===== config.mk =====
export PLATFORM = sky130hd
export DESIGN_NAME = adder_cla_pipe
export DESIGN_NICKNAME = d
export VERILOG_FILES = /design/src/rtl/adder_pkg.sv /design/src/rtl/adder_cla_pipe_segment.sv /design/src/rtl/adder_cla_pipe.sv
export SDC_FILE = /design/constraint.sdc
export NUM_CORES = 1
export LEC_CHECK = 0
export ABC_AREA = 1
export BUFFER_PORTS_ARGS = -buffer_cell sky130_fd_sc_hd__buf_2
export CORE_MARGIN = 3
export CORE_UTILIZATION = 55
export CTS_BUF_LIST = sky130_fd_sc_hd__clkbuf_16
export DETAILED_ROUTE_END_ITERATION = 10
export PLACE_DENSITY_LB_ADDON = 0.12
export REMOVE_ABC_BUFFERS = 1
export SLEW_MARGIN = 10
export SYNTH_ARGS = -nofsm -noshare
export SYNTH_HDL_FRONTEND = slang
export SYNTH_SLANG_ARGS = --single-unit
export TNS_END_PERCENT = 5

===== constraint.sdc =====
create_clock -name clk -period 4.9 [get_ports clk]
set_clock_uncertainty 0.1 [all_clocks]
set_input_delay 0.49 -clock clk [delete_from_list [all_inputs] [get_ports clk]]
set_output_delay 0.49 -clock clk [all_outputs]
set_load 0.01 [all_outputs]

===== src/rtl/adder_pkg.sv =====
// rtl/adder_pkg.sv - shared overflow and saturation helpers for the pipelined CLA adder
package adder_pkg;

  typedef enum logic [1:0] {
    SAT_SMAX,
    SAT_SMIN,
    SAT_UMAX,
    SAT_ZERO
  } sat_kind_e;

  // cout is c[WIDTH], c_msb is the carry into the MSB (c[WIDTH-1])
  function automatic logic ov_rule(input logic is_signed, input logic sub,
                                   input logic c_msb, input logic cout);
    if (is_signed) return cout ^ c_msb;
    return sub ? ~cout : cout;
  endfunction

  // Signed overflow always saturates towards the sign of A
  function automatic sat_kind_e sat_kind(input logic is_signed, input logic sub,
                                         input logic a_msb);
    if (is_signed) return a_msb ? SAT_SMIN : SAT_SMAX;
    return sub ? SAT_ZERO : SAT_UMAX;
  endfunction

endpackage


===== src/rtl/adder_cla_pipe_segment.sv =====
// rtl/adder_cla_pipe_segment.sv - combinational carry-lookahead over one SEG-bit segment
module cla_segment #(
  parameter int SEG = 16
) (
  input  logic [SEG-1:0] x,
  input  logic [SEG-1:0] y,
  input  logic           cin,
  output logic [SEG-1:0] s,
  output logic           cout,
  output logic           c_msb
);

  logic [SEG-1:0] g;
  logic [SEG-1:0] p;
  logic [SEG:0]   c;

  assign g = x & y;
  assign p = x ^ y;

  // Each carry is a group generate/propagate of bits [i:0] applied directly to cin
  always_comb begin
    logic gg;
    logic pp;
    gg   = 1'b0;
    pp   = 1'b1;
    c    = '0;
    c[0] = cin;
    for (int i = 0; i < SEG; i++) begin
      gg       = g[i] | (p[i] & gg);
      pp       = pp & p[i];
      c[i+1]   = gg | (pp & cin);
    end
  end

  assign s     = p ^ c[SEG-1:0];
  assign cout  = c[SEG];
  assign c_msb = c[SEG-1];

endmodule


===== src/rtl/adder_cla_pipe.sv =====
// rtl/adder_cla_pipe.sv - STAGES-deep pipelined CLA add/sub with flow control, overflow and saturation
module adder_cla_pipe
  import adder_pkg::*;
#(
  parameter int WIDTH  = 32,
  parameter int STAGES = 2
) (
  input  logic             clk,
  input  logic             rst_n,
  input  logic             in_valid,
  output logic             in_ready,
  input  logic [WIDTH-1:0] a,
  input  logic [WIDTH-1:0] b,
  input  logic             sub,
  input  logic             is_signed,
  input  logic             sat,
  output logic             out_valid,
  input  logic             out_ready,
  output logic [WIDTH-1:0] sum,
  output logic             cout,
  output logic             ov
);

  localparam int SEG  = WIDTH / STAGES;
  localparam int LAST = STAGES - 1;

  localparam logic [WIDTH-1:0] PAT_SMAX = {1'b0, {(WIDTH-1){1'b1}}};
  localparam logic [WIDTH-1:0] PAT_SMIN = {1'b1, {(WIDTH-1){1'b0}}};
  localparam logic [WIDTH-1:0] PAT_UMAX = {WIDTH{1'b1}};
  localparam logic [WIDTH-1:0] PAT_ZERO = {WIDTH{1'b0}};

  logic advance;

  // Global stall: every rank moves together or none does
  assign advance  = ~out_valid | out_ready;
  assign in_ready = advance;

  for (genvar k = 0; k < STAGES; k++) begin : g_stage
    logic             vi, subi, sgni, sati, ci;
    logic [WIDTH-1:0] ai, bi, si, merged;
    logic [SEG-1:0]   seg_s;
    logic             seg_cout, seg_cmsb;

    if (k == 0) begin : g_src
      assign vi   = in_valid;
      assign subi = sub;
      assign sgni = is_signed;
      assign sati = sat;
      assign ci   = sub;
      assign ai   = a;
      assign bi   = b;
      assign si   = '0;
    end else begin : g_src
      assign vi   = g_stage[k-1].g_reg.v_q;
      assign subi = g_stage[k-1].g_reg.sub_q;
      assign sgni = g_stage[k-1].g_reg.sgn_q;
      assign sati = g_stage[k-1].g_reg.sat_q;
      assign ci   = g_stage[k-1].g_reg.c_q;
      assign ai   = g_stage[k-1].g_reg.a_q;
      assign bi   = g_stage[k-1].g_reg.b_q;
      assign si   = g_stage[k-1].g_reg.s_q;
    end

    cla_segment #(.SEG(SEG)) u_seg (
      .x     (ai[k*SEG +: SEG]),
      .y     (bi[k*SEG +: SEG] ^ {SEG{subi}}),
      .cin   (ci),
      .s     (seg_s),
      .cout  (seg_cout),
      .c_msb (seg_cmsb)
    );

    always_comb begin
      merged               = si;
      merged[k*SEG +: SEG] = seg_s;
    end

    if (k < LAST) begin : g_reg
      logic             v_q, sub_q, sgn_q, sat_q, c_q;
      logic [WIDTH-1:0] a_q, b_q, s_q;

      always_ff @(posedge clk or negedge rst_n) begin
        if (!rst_n) begin
          v_q   <= 1'b0;
          sub_q <= 1'b0;
          sgn_q <= 1'b0;
          sat_q <= 1'b0;
          c_q   <= 1'b0;
          a_q   <= '0;
          b_q   <= '0;
          s_q   <= '0;
        end else if (advance) begin
          v_q   <= vi;
          sub_q <= subi;
          sgn_q <= sgni;
          sat_q <= sati;
          c_q   <= seg_cout;
          a_q   <= ai;
          b_q   <= bi;
          s_q   <= merged;
        end
      end
    end else begin : g_out
      logic             raw_ov;
      logic [WIDTH-1:0] final_s;
      logic             v_q, c_q, ov_q;
      logic [WIDTH-1:0] s_q;

      assign raw_ov = ov_rule(sgni, subi, seg_cmsb, seg_cout);

      always_comb begin
        final_s = merged;
        if (sati && raw_ov) begin
          case (sat_kind(sgni, subi, ai[WIDTH-1]))
            SAT_SMAX: final_s = PAT_SMAX;
            SAT_SMIN: final_s = PAT_SMIN;
            SAT_UMAX: final_s = PAT_UMAX;
            default:  final_s = PAT_ZERO;
          endcase
        end
      end

      always_ff @(posedge clk or negedge rst_n) begin
        if (!rst_n) begin
          v_q  <= 1'b0;
          c_q  <= 1'b0;
          ov_q <= 1'b0;
          s_q  <= '0;
        end else if (advance) begin
          v_q  <= vi;
          c_q  <= seg_cout;
          ov_q <= raw_ov;
          s_q  <= final_s;
        end
      end

      assign out_valid = v_q;
      assign sum       = s_q;
      assign cout      = c_q;
      assign ov        = ov_q;
    end
  end

endmodule

Word level (Yosys, flattened, before mapping) --
Cells that the tools add are included. Widths: inputs -> output; s select.
Word-level totals: memory bits (writable) 0, register bits 120, bits in read-only memories 0, output and inout port bits 36, memories 0, bits in latches 0
Operators by class: multipliers 0, div/mod/pow operators 0, order comparisons 0, shift-type cells 0, $add $sub $neg 0, bitwise logic cells 166, muxes and demuxes 12, reduce and logical (&&, ||, !) cells 2, equal/unequal tests 2
Operators by type and width (count):
- $pmux 32 s3 | 1
- $xor 16x16->16 | 6
- $and 1x1->1 | 92
- $or 1x1->1 | 63
- $and 16x16->16 | 2
- $mux 32 | 1
- $mux 1 | 7
- $mux 2 | 3
- $eq 2x1->1 const B | 1
- $eq 2x2->1 const B | 1
- $logic_not 2->1 | 1
- $not 1->1 | 2
- $logic_and 1x1->1 | 1
- $xor 1x1->1 | 1

Longest topological paths before layout --
Gate-level depths: netlist (run 1).
depth after elaboration 43, depth in mapped cells 42

Cells and area by module --
From an unflattened synthesis (run 1), not the netlist that was laid out.
Second synthesis, totals: cells, all modules 714, area total of the unflattened synthesis 5426.5 um2
Modules (own cells, without submodules):
- adder_cla_pipe | cells each 488, instances 1, seq. area each 2202.1 um2, area each 3995.1 um2
- cla_segment | cells each 113, instances 2, seq. area each 0.0 um2, area each 715.7 um2

Worst setup path after synthesis (run 1) --
Ideal clock, no wire load.
path type input to register, start point in sub, end point reg g_stage[0].g_reg.s_q[15], buffers on the path 2, cell stages on the path 25, required time 4.665 ns, path slack 1.238 ns, setup time 0.135 ns, arrival time 3.428 ns, cells stage by stage clkbuf_1 clkbuf_1 xor2_1 ha_1 a21o_1 a21o_1 a21o_1 nand2_1 nand2_1 nand2_1 nand2_1 nand2_1 nand2_1 nand2_1 nand2_1 nand2_1 nand2_1 nand2_1 nand2_1 nand2_1 nand2_1 nand2_1 nand2_1 xnor2_1 o21ai_0
On the way: cells in the longest elaborated chain, start to end 32
RTL lines:
- from (decl) | line adder_cla_pipe.sv:14 | input logic sub,
- $xor 16x16->16 | line adder_cla_pipe.sv:66 | .y (bi[k*SEG +: SEG] ^ {SEG{subi}}),
- $xor 16x16->16 / $and 16x16->16 (equally long branches) | line adder_cla_pipe_segment.sv:18, adder_cla_pipe_segment.sv:17
- $and 1x1->1 | line adder_cla_pipe_segment.sv:29 | gg = g[i] | (p[i] & gg);
- $or 1x1->1 | line adder_cla_pipe_segment.sv:29
- $and 1x1->1 | line adder_cla_pipe_segment.sv:29
- $or 1x1->1 | line adder_cla_pipe_segment.sv:29
- $and 1x1->1 | line adder_cla_pipe_segment.sv:29
- $or 1x1->1 | line adder_cla_pipe_segment.sv:29
- [... 16 more ...]
- $and 1x1->1 | line adder_cla_pipe_segment.sv:29
- $or 1x1->1 | line adder_cla_pipe_segment.sv:29
- $and 1x1->1 | line adder_cla_pipe_segment.sv:29
- $or 1x1->1 | line adder_cla_pipe_segment.sv:29
- $and 1x1->1 | line adder_cla_pipe_segment.sv:29
- $or 1x1->1 | line adder_cla_pipe_segment.sv:29
- $or 1x1->1 | line adder_cla_pipe_segment.sv:31 | c[i+1] = gg | (pp & cin);
- $xor 16x16->16 (*) | line adder_cla_pipe_segment.sv:35 | assign s = p ^ c[SEG-1:0];
- to (signal assigned) | line adder_cla_pipe.sv:100 | s_q <= merged;
- to (decl) | line adder_cla_pipe.sv:80 | logic [WIDTH-1:0] a_q, b_q, s_q;
Mark *: on every way between the ends. The rest lies on a longest branch, timed or not. A chain may end at the register's enable or synchronous reset.

Worst setup path in the final report (run 1) --
start point reg g_stage[0].g_reg.sub_q, end point reg g_stage[1].g_out.s_q[30], in the netlist sum[30]
On the way: cells in the longest elaborated chain, start to end 38
RTL lines:
- from (decl) | line adder_cla_pipe.sv:79 | logic v_q, sub_q, sgn_q, sat_q, c_q;
- from (signal assigned) | line adder_cla_pipe.sv:94 | sub_q <= subi;
- $xor 16x16->16 | line adder_cla_pipe.sv:66
- $xor 16x16->16 / $and 16x16->16 (equally long branches) | line adder_cla_pipe_segment.sv:18, adder_cla_pipe_segment.sv:17
- $and 1x1->1 | line adder_cla_pipe_segment.sv:29
- $or 1x1->1 | line adder_cla_pipe_segment.sv:29
- $and 1x1->1 | line adder_cla_pipe_segment.sv:29
- $or 1x1->1 | line adder_cla_pipe_segment.sv:29
- $and 1x1->1 | line adder_cla_pipe_segment.sv:29
- $or 1x1->1 | line adder_cla_pipe_segment.sv:29
- [... 22 more ...]
- $and 1x1->1 | line adder_cla_pipe_segment.sv:29
- $or 1x1->1 | line adder_cla_pipe_segment.sv:29
- $or 1x1->1 | line adder_cla_pipe_segment.sv:31
- $xor 1x1->1 / $not 1->1 (equally long branches) | line adder_pkg.sv:14, adder_pkg.sv:15
- $mux 1 (on tied branches) | line adder_pkg.sv:14, adder_pkg.sv:15
- $mux 1 | line adder_pkg.sv:15 | return sub ? ~cout : cout;
- $logic_and 1x1->1 | line adder_cla_pipe.sv:113 | if (sati && raw_ov) begin
- $mux 32 (*) | line adder_cla_pipe.sv:113
- to (signal assigned) | line adder_cla_pipe.sv:133 | s_q <= final_s;
- to (decl) | line adder_cla_pipe.sv:107 | logic [WIDTH-1:0] s_q;
Mark *: on every way between the ends. The rest lies on a longest branch, timed or not. The select of a mux whose other input is x is not followed.

==> results.md, run 1 <==
- Slowest stage delay, CP: roughly 0.53 ns
- Layout cells sized above 1: approximately a quarter
- Status: finished with violations
- Largest cells by area after synthesis: dfrtp_1 43%, nand2_1 21%, ha_1 7.8%
- Leak pwr: 0.00339 µW
- Vias in the first global route: 3,988
- Max Buffers Root-to-Sink: 2
- Endpoint type of the worst setup path: flip-flop
- Clk sinks: 88
- Die X-Extent: roughly 100 µm
- Port Buf Inserts: about 110
- Cell mode on critical path: nand2_2
- First-pass GRT wire length: roughly 18 mm
- Global route overflow: 0
- Area leader, netlist: dfrtp_1
- WL/cell: between 10 and 15 µm
- Root buf cell: clkbuf_16
- Vias per cell: roughly 4.9
- FF-to-FF path depth: 38
- Drc violations: 0
- DRT iter0 DRCs: around 150
- Synth Warn #: 0
- Cells resized by post-CTS repair: 0
- RSZ-0062 raised after global routing: false
- EDFF count, synth: 0
- Antenna diodes: 0
- Clock transition at path regs: 0.07 ns
- Kind of critical path: flip-flop to flip-flop
- Headroom to the max-slew limit: 37.2%
- GRT busiest layer: met2
- Max-cap violations: 0
- Reg-to-reg slack, setup: between 0.6 and 0.7 ns
- PwrDens: approximately 480 nW/µm²
- Area Growth Syn to Fin: 15.5%
- Die area: 10,500 µm²
- Slowest-stage cell, CP: dfrtp_1
- Row cnt: 34
- Post-CTS Setup Repair Bufs: 0
- Worst Tran Pin Value: 0.942 ns
- Met2 usage in global routing: between 30% and 40%
- TritonCTS Buffers: 9
- Sequential area share after synthesis: 42.8%
- Clock Latency Late Sink: ~0.34 ns
- Via count: 4,089
- Placed inst area: 5660 µm²
- Top-count cell post-synth: nand2_1
- Critical path fanouts, max: 32
- Final worst setup slack: approximately 0.66 ns
- R2r startpoint: g_stage[0].g_reg.sub_q
- Failing checks: negative hold slack
- Worst min-delay path class: primary input to asynchronous set/reset pin
- Most used flip-flop cell after synthesis: dfrtp_1
- Delay-heaviest family, CP: simple AND/OR/NAND/NOR gates
- Filler Cell Count: 752
- Die height: between 100 and 150 µm
- Num ports: 107
- WL final: around 11 mm
- Yosys top cell area share: a little over two fifths
- WP data required: 5.03 ns
- Design area: just under 6000 µm²
- Worst setup SP type: flip-flop
- Ys async rst share: 100%
- Setup violators final: 0
- Worst setup slack after placement: roughly 0.67 ns
- Cell Area, Synth: approximately 5100 µm²
- CTS tree: built
- Fmax: roughly 240 MHz
- Met3 Use GR: 3.59%
- Synthesized flop and latch total: approximately 90
- Core Region: 8890 µm²
- Initial antenna violation count: 0
- HPWL after DPL: just over 7 mm
- Max VDD drop: around 0.19 mV
- Total global-route track usage: a little over a fifth
- Post-synth top cells: 290 x nand2_1, 88 x dfrtp_1, 46 x nand2_2
- Syn avg cell area: ~8.1 µm²
- Met1 Track Usage GR: ~28%
- DRT Pass-1 Iters: 4
- Antenna viol nets, final: 0
- Final min period: around 4.2 ns
- Max-slew violations: 0
- Starting Density: 57.8%
- Gate Count Post-Synth: around 630
- Final hold violation count: 10
- Hold WS: -0.00806 ns
- Final nets: ~830
- Hold_buf cts: 0
- R2r endpoint: sum[30]
- Distinct cells, synth: 28
- CTS H-tree depth: 3
- Final Core Density: between 60% and 70%
- WP buf/inv: 1
- Gpl congestion: around 0.85
- Fin crit share: between 80 and 90%
- Largest net degree at the start of global routing: around 100
- Critical Path AT: between 4 and 5 ns
==> cell type report <==
class | instances | area [µm²] | share of cell area (%)
clock buffers | 9 | 225 | 3.79
well taps | 108 | 135 | 2.28
multi-input cells | 476 | 2610 | 44.0
repair buffers | 111 | 571 | 9.61
clock inverters | 7 | 47.5 | 0.801
inverters | 38 | 143 | 2.40
flip-flops and latches | 88 | 2200 | 37.1
==> stage by stage <==
step | power [µW] | TNS, ns | std cells | hold slack, ns
after global placement | 2220 | 0 | 821 | 0.332
final | 2870 | 0 | 837 | -0.00806
after CTS | 2900 | 0 | 837 | 0.0149
after floorplan | 1900 | -83.96 | 602 | 0.0944
after detailed placement | 2250 | 0 | 821 | 0.345
after global routing | 3110 | 0 | 837 | 0.0342
==> cells in the final DEF (no fill, tap or decap), types with 6 or more instances in the layout <==
master	synthesis	final
dfrtp_1	88	88
xor2_1	43	43
nand2_1	290	290
clkbuf_16	0	9
nand2_2	46	46
buf_2	0	105
xnor2_1	17	17
ha_1	32	32
buf_4	1	6
o21ai_0	23	23
inv_1	36	35
==> cell families (layout without fill, tap and decap cells) <==
family	count (synthesis)	in the layout	share of synthesized area (%)
flip-flops	88	88	42.8
AND/OR/NAND/NOR	351	351	28.9
AO/OA/AOI/OAI	32	32	3.36
buffers and inverters	67	165	6.45
adder cells (fa/ha/maj)	33	33	8.18
XOR/XNOR	60	60	10.2
==> power breakdown <==
part / leakage, µW / total [µW] / switching [µW] / internal [µW]
sequential: 0.00106 / 1080 / 142 / 942
combinational: 0.00220 / 1160 / 684 / 472
clock: 0.000123 / 632 / 290 / 343
total: 0.00339 / 2870 / 1120 / 1760
==> how the worst max path moves through the flow <==
stage	from	to	slack [ns]	cells past startpoint
2_1_floorplan	out_ready	g_stage[0].g_reg.a_q[16]	-1.26	3
3_3_place_gp	g_stage[0].g_reg.sub_q	sum[22]	0.87	38
3_5_place_dp	g_stage[0].g_reg.sub_q	sum[27]	0.67	38
4_1_cts	g_stage[0].g_reg.sub_q	sum[27]	0.62	38
5_1_grt	g_stage[0].g_reg.sub_q	sum[27]	0.25	38
6_report	g_stage[0].g_reg.sub_q	sum[30]	0.66	38
==> worst register-to-register path, delay by kind of cell (launching register included) <==
kind                     cells  cell delay [ns]
flip-flops                   1             0.53
XOR/XNOR                     1             0.23
adder cells (fa/ha/maj)      1             0.33
AND/OR/NAND/NOR             35             2.88
buffers and inverters        1             0.08
==> per-layer routing <==
layer | vias to the layer above | share of wire [%] | wire length [µm]
li1 | 2108 | - | -
met1 | 1875 | 46 | 4930
met2 | 98 | 48 | 5060
met3 | 8 | 4.8 | 509
met4 | 0 | 1.0 | 110
met5 | - | 0 | 0
==> flip-flops by register name, summed over array words and instances (netlist names) <==
name and cells:
g_stage.g_reg.s_q 16, g_stage.g_reg.sgn_q 1, g_stage.g_reg.sat_q 1, g_stage.g_reg.v_q 1, ov 1, g_stage.g_reg.a_q 16, g_stage.g_reg.b_q 16, sum 32
g_stage.g_reg.sub_q 1, g_stage.g_reg.c_q 1, out_valid 1, cout 1
Note: power is estimated with default switching activity, not from simulation.
==> inputs of run 2 (changes only) <==
--- a/config.mk
+++ b/config.mk
@@ -7,6 +7,7 @@
 export LEC_CHECK = 0
 export ABC_AREA = 1
 export BUFFER_PORTS_ARGS = -buffer_cell sky130_fd_sc_hd__buf_2
+export CORE_ASPECT_RATIO = 0.75
 export CORE_MARGIN = 3
 export CORE_UTILIZATION = 55
 export CTS_BUF_LIST = sky130_fd_sc_hd__clkbuf_16
==> run 2 against run 1 <==
Effect of this change:
- sequential share of layout area decreased by 0.18 points
- register-to-register slack improved by 0.09 ns
- total power increased by 1.3%
- global-route usage decreased by 0.12 points
- via count increased by 0.42%
- the flow now finishes without violations
- setup slack improved by 0.090 ns
- clock-buffer cell count unchanged
- combinational power about the same
- die area increased by 0.12%
- largest power group unchanged
==> results.md, run 2 (synthesis results as in run 1) <==
- Status: finished, final reports clean
- Fin crit share: about 85%
- DRT iter0 DRCs: roughly 190
- Sw Share: between 30% and 40%
- Row cnt: 29
- Vias in the first global route: 4,137
- Starting Density: 58.5%
- Internal power: about 1800 µW
- Final Total Pwr: between 2000 and 3000 µW
- Final std cells w/o fill: around 850
- Clock power share: a little under a quarter
- Slowest stage delay, CP: around 0.45 ns
- Core Region: between 8000 and 9000 µm²
- Antenna viol nets, final: 0
- Initial antenna violation count: 0
- Flop pwr share: between 30% and 40%
- Die area: approximately 11,000 µm²
- Leak pwr: 0.00340 µW
- Cell mode on critical path: nand2_2
- Slowest-stage cell, CP: dfrtp_1
- Final worst setup slack: around 0.75 ns
- First-pass GRT wire length: 18.6 mm
- Endpoint type of the worst setup path: flip-flop
- Die height: 89.7 µm
- Max reg flops: 32
- RSZ-0062 raised after global routing: false
- Fmax: between 200 and 250 MHz
- Num ports: between 100 and 150
- Worst setup slack after placement: approximately 0.75 ns
- Commonest cells after routing, fill and taps aside: 290 x nand2_1, 105 x buf_2, 88 x dfrtp_1
- Layout cells sized above 1: between 20% and 30%
- Die X-Extent: between 100 and 150 µm
- Worst Tran Pin Value: approximately 1.1 ns
- Kind of critical path: flip-flop to flip-flop
- Clk sinks: 88
- Worst min-delay path class: primary input to asynchronous set/reset pin
- Global route overflow: 0
- Gpl congestion: ~0.81
- Hold_buf cts: 0
- Via count: slightly above 4,000
- HPWL after DPL: ~7.2 mm
- Headroom to the max-slew limit: 26.5%
- Max-slew violations: 0
- TritonCTS Buffers: 9
- Root buf cell: clkbuf_16
- WL final: between 10 and 15 mm
- WP data required: about 5.0 ns
- Post-Place Cells: roughly 840
- Setup violators final: 0
- DRT Pass-1 Iters: 4
- Final nets: slightly above 800
- Most common cell after layout, fill and taps aside: nand2_1
- Port Buf Inserts: 106
- Setup TNS: 0 ns
- Clock transition at path regs: roughly 0.060 ns
- CTS H-tree depth: 3
- Antenna diodes: 0
- Max-cap violations: 0
- Final min period: 4.15 ns
- P_sw: ~1100 µW
- Vias per cell: roughly 4.8
- Total global-route track usage: a little over a fifth
- PwrDens: around 490 nW/µm²
- Post-CTS Setup Repair Bufs: 0
- Area Growth Syn to Fin: 16.1%
- Cells resized by post-CTS repair: 0
- Clock Latency Late Sink: approximately 0.34 ns
- Critical path fanouts, max: 32
- Worst setup SP type: flip-flop
- Logic pwr share: roughly 40%
- Critical Path AT: 4.27 ns
- WL/cell: about 12 µm
- Max VDD drop: 0.210 mV
- CTS tree: built
- Design area: 5970 µm²
- Drc violations: 0
- Largest net degree at the start of global routing: between 100 and 150
- Placed inst area: 5680 µm²
- Final hold violation count: 0
- Max Buffers Root-to-Sink: 2
==> run 2: changes by cell type in the layout (fill, tap and decap cells not counted), sizes merged <==
cell	change
buf	-1
bufinv	+1
clkinv	+1
clkinvlp	-2
==> run 2: final cells by class <==
class                           count  area, µm²
Clock inverter                      7       63.8
Clock buffer                        9        225
Sequential cell                    88       2200
Fill cell                         787       2820
Tap cell                          124        155
Timing Repair Buffer              110        563
Multi-Input combinational cell    476       2610
Inverter                           38        143
==> run 2: worst max-delay path, delay by kind of cell (launching register included) <==
kind	cells	cell delay [ns]
adder cells (fa/ha/maj)	1	0.27
buffers and inverters	3	0.20
flip-flops	1	0.45
AND/OR/NAND/NOR	32	2.74
XOR/XNOR	1	0.27
==> run 2: worst paths after layout <==
check	slack, ns	cells past startpoint	end	start
min in group clk	0.24	3	g_stage[0].g_reg.b_q[23]	b[23]
min reg2reg	0.35	2	out_valid	g_stage[0].g_reg.v_q
min	0.23	1	g_stage[0].g_reg.a_q[24]	rst_n
max in group asynchronous	3.73	1	sum[11]	rst_n
max	0.75	37	sum[29]	g_stage[0].g_reg.sub_q
max reg2reg	0.75	37	sum[29]	g_stage[0].g_reg.sub_q
==> run 2: layer usage <==
layer  GRT usage [%]  up-vias  share of wire (%)
li1                -     2108                  -
met1            27.5     1908                 48
met2            35.5       83                 47
met3            5.14        7                4.1
met4            5.07        0               0.82
met5               0        -                  0
==> run 2: through the flow <==
stage	utilization (%)	hold slack [ns]
6_report	67.9	0.229
5_1_grt	67.9	0.240
4_1_cts	67.9	0.237
3_5_place_dp	64.6	0.339
3_3_place_gp	64.6	0.328
2_1_floorplan	-	0.0944
==> run 2: power groups by stage <==
stage	clock (µW)	sequential [µW]	combinational, µW
2_1_floorplan	0	1130	767
3_3_place_gp	0	1080	1130
3_5_place_dp	0	1080	1170
4_1_cts	679	1070	1180
5_1_grt	710	1100	1330
6_report	668	1080	1170
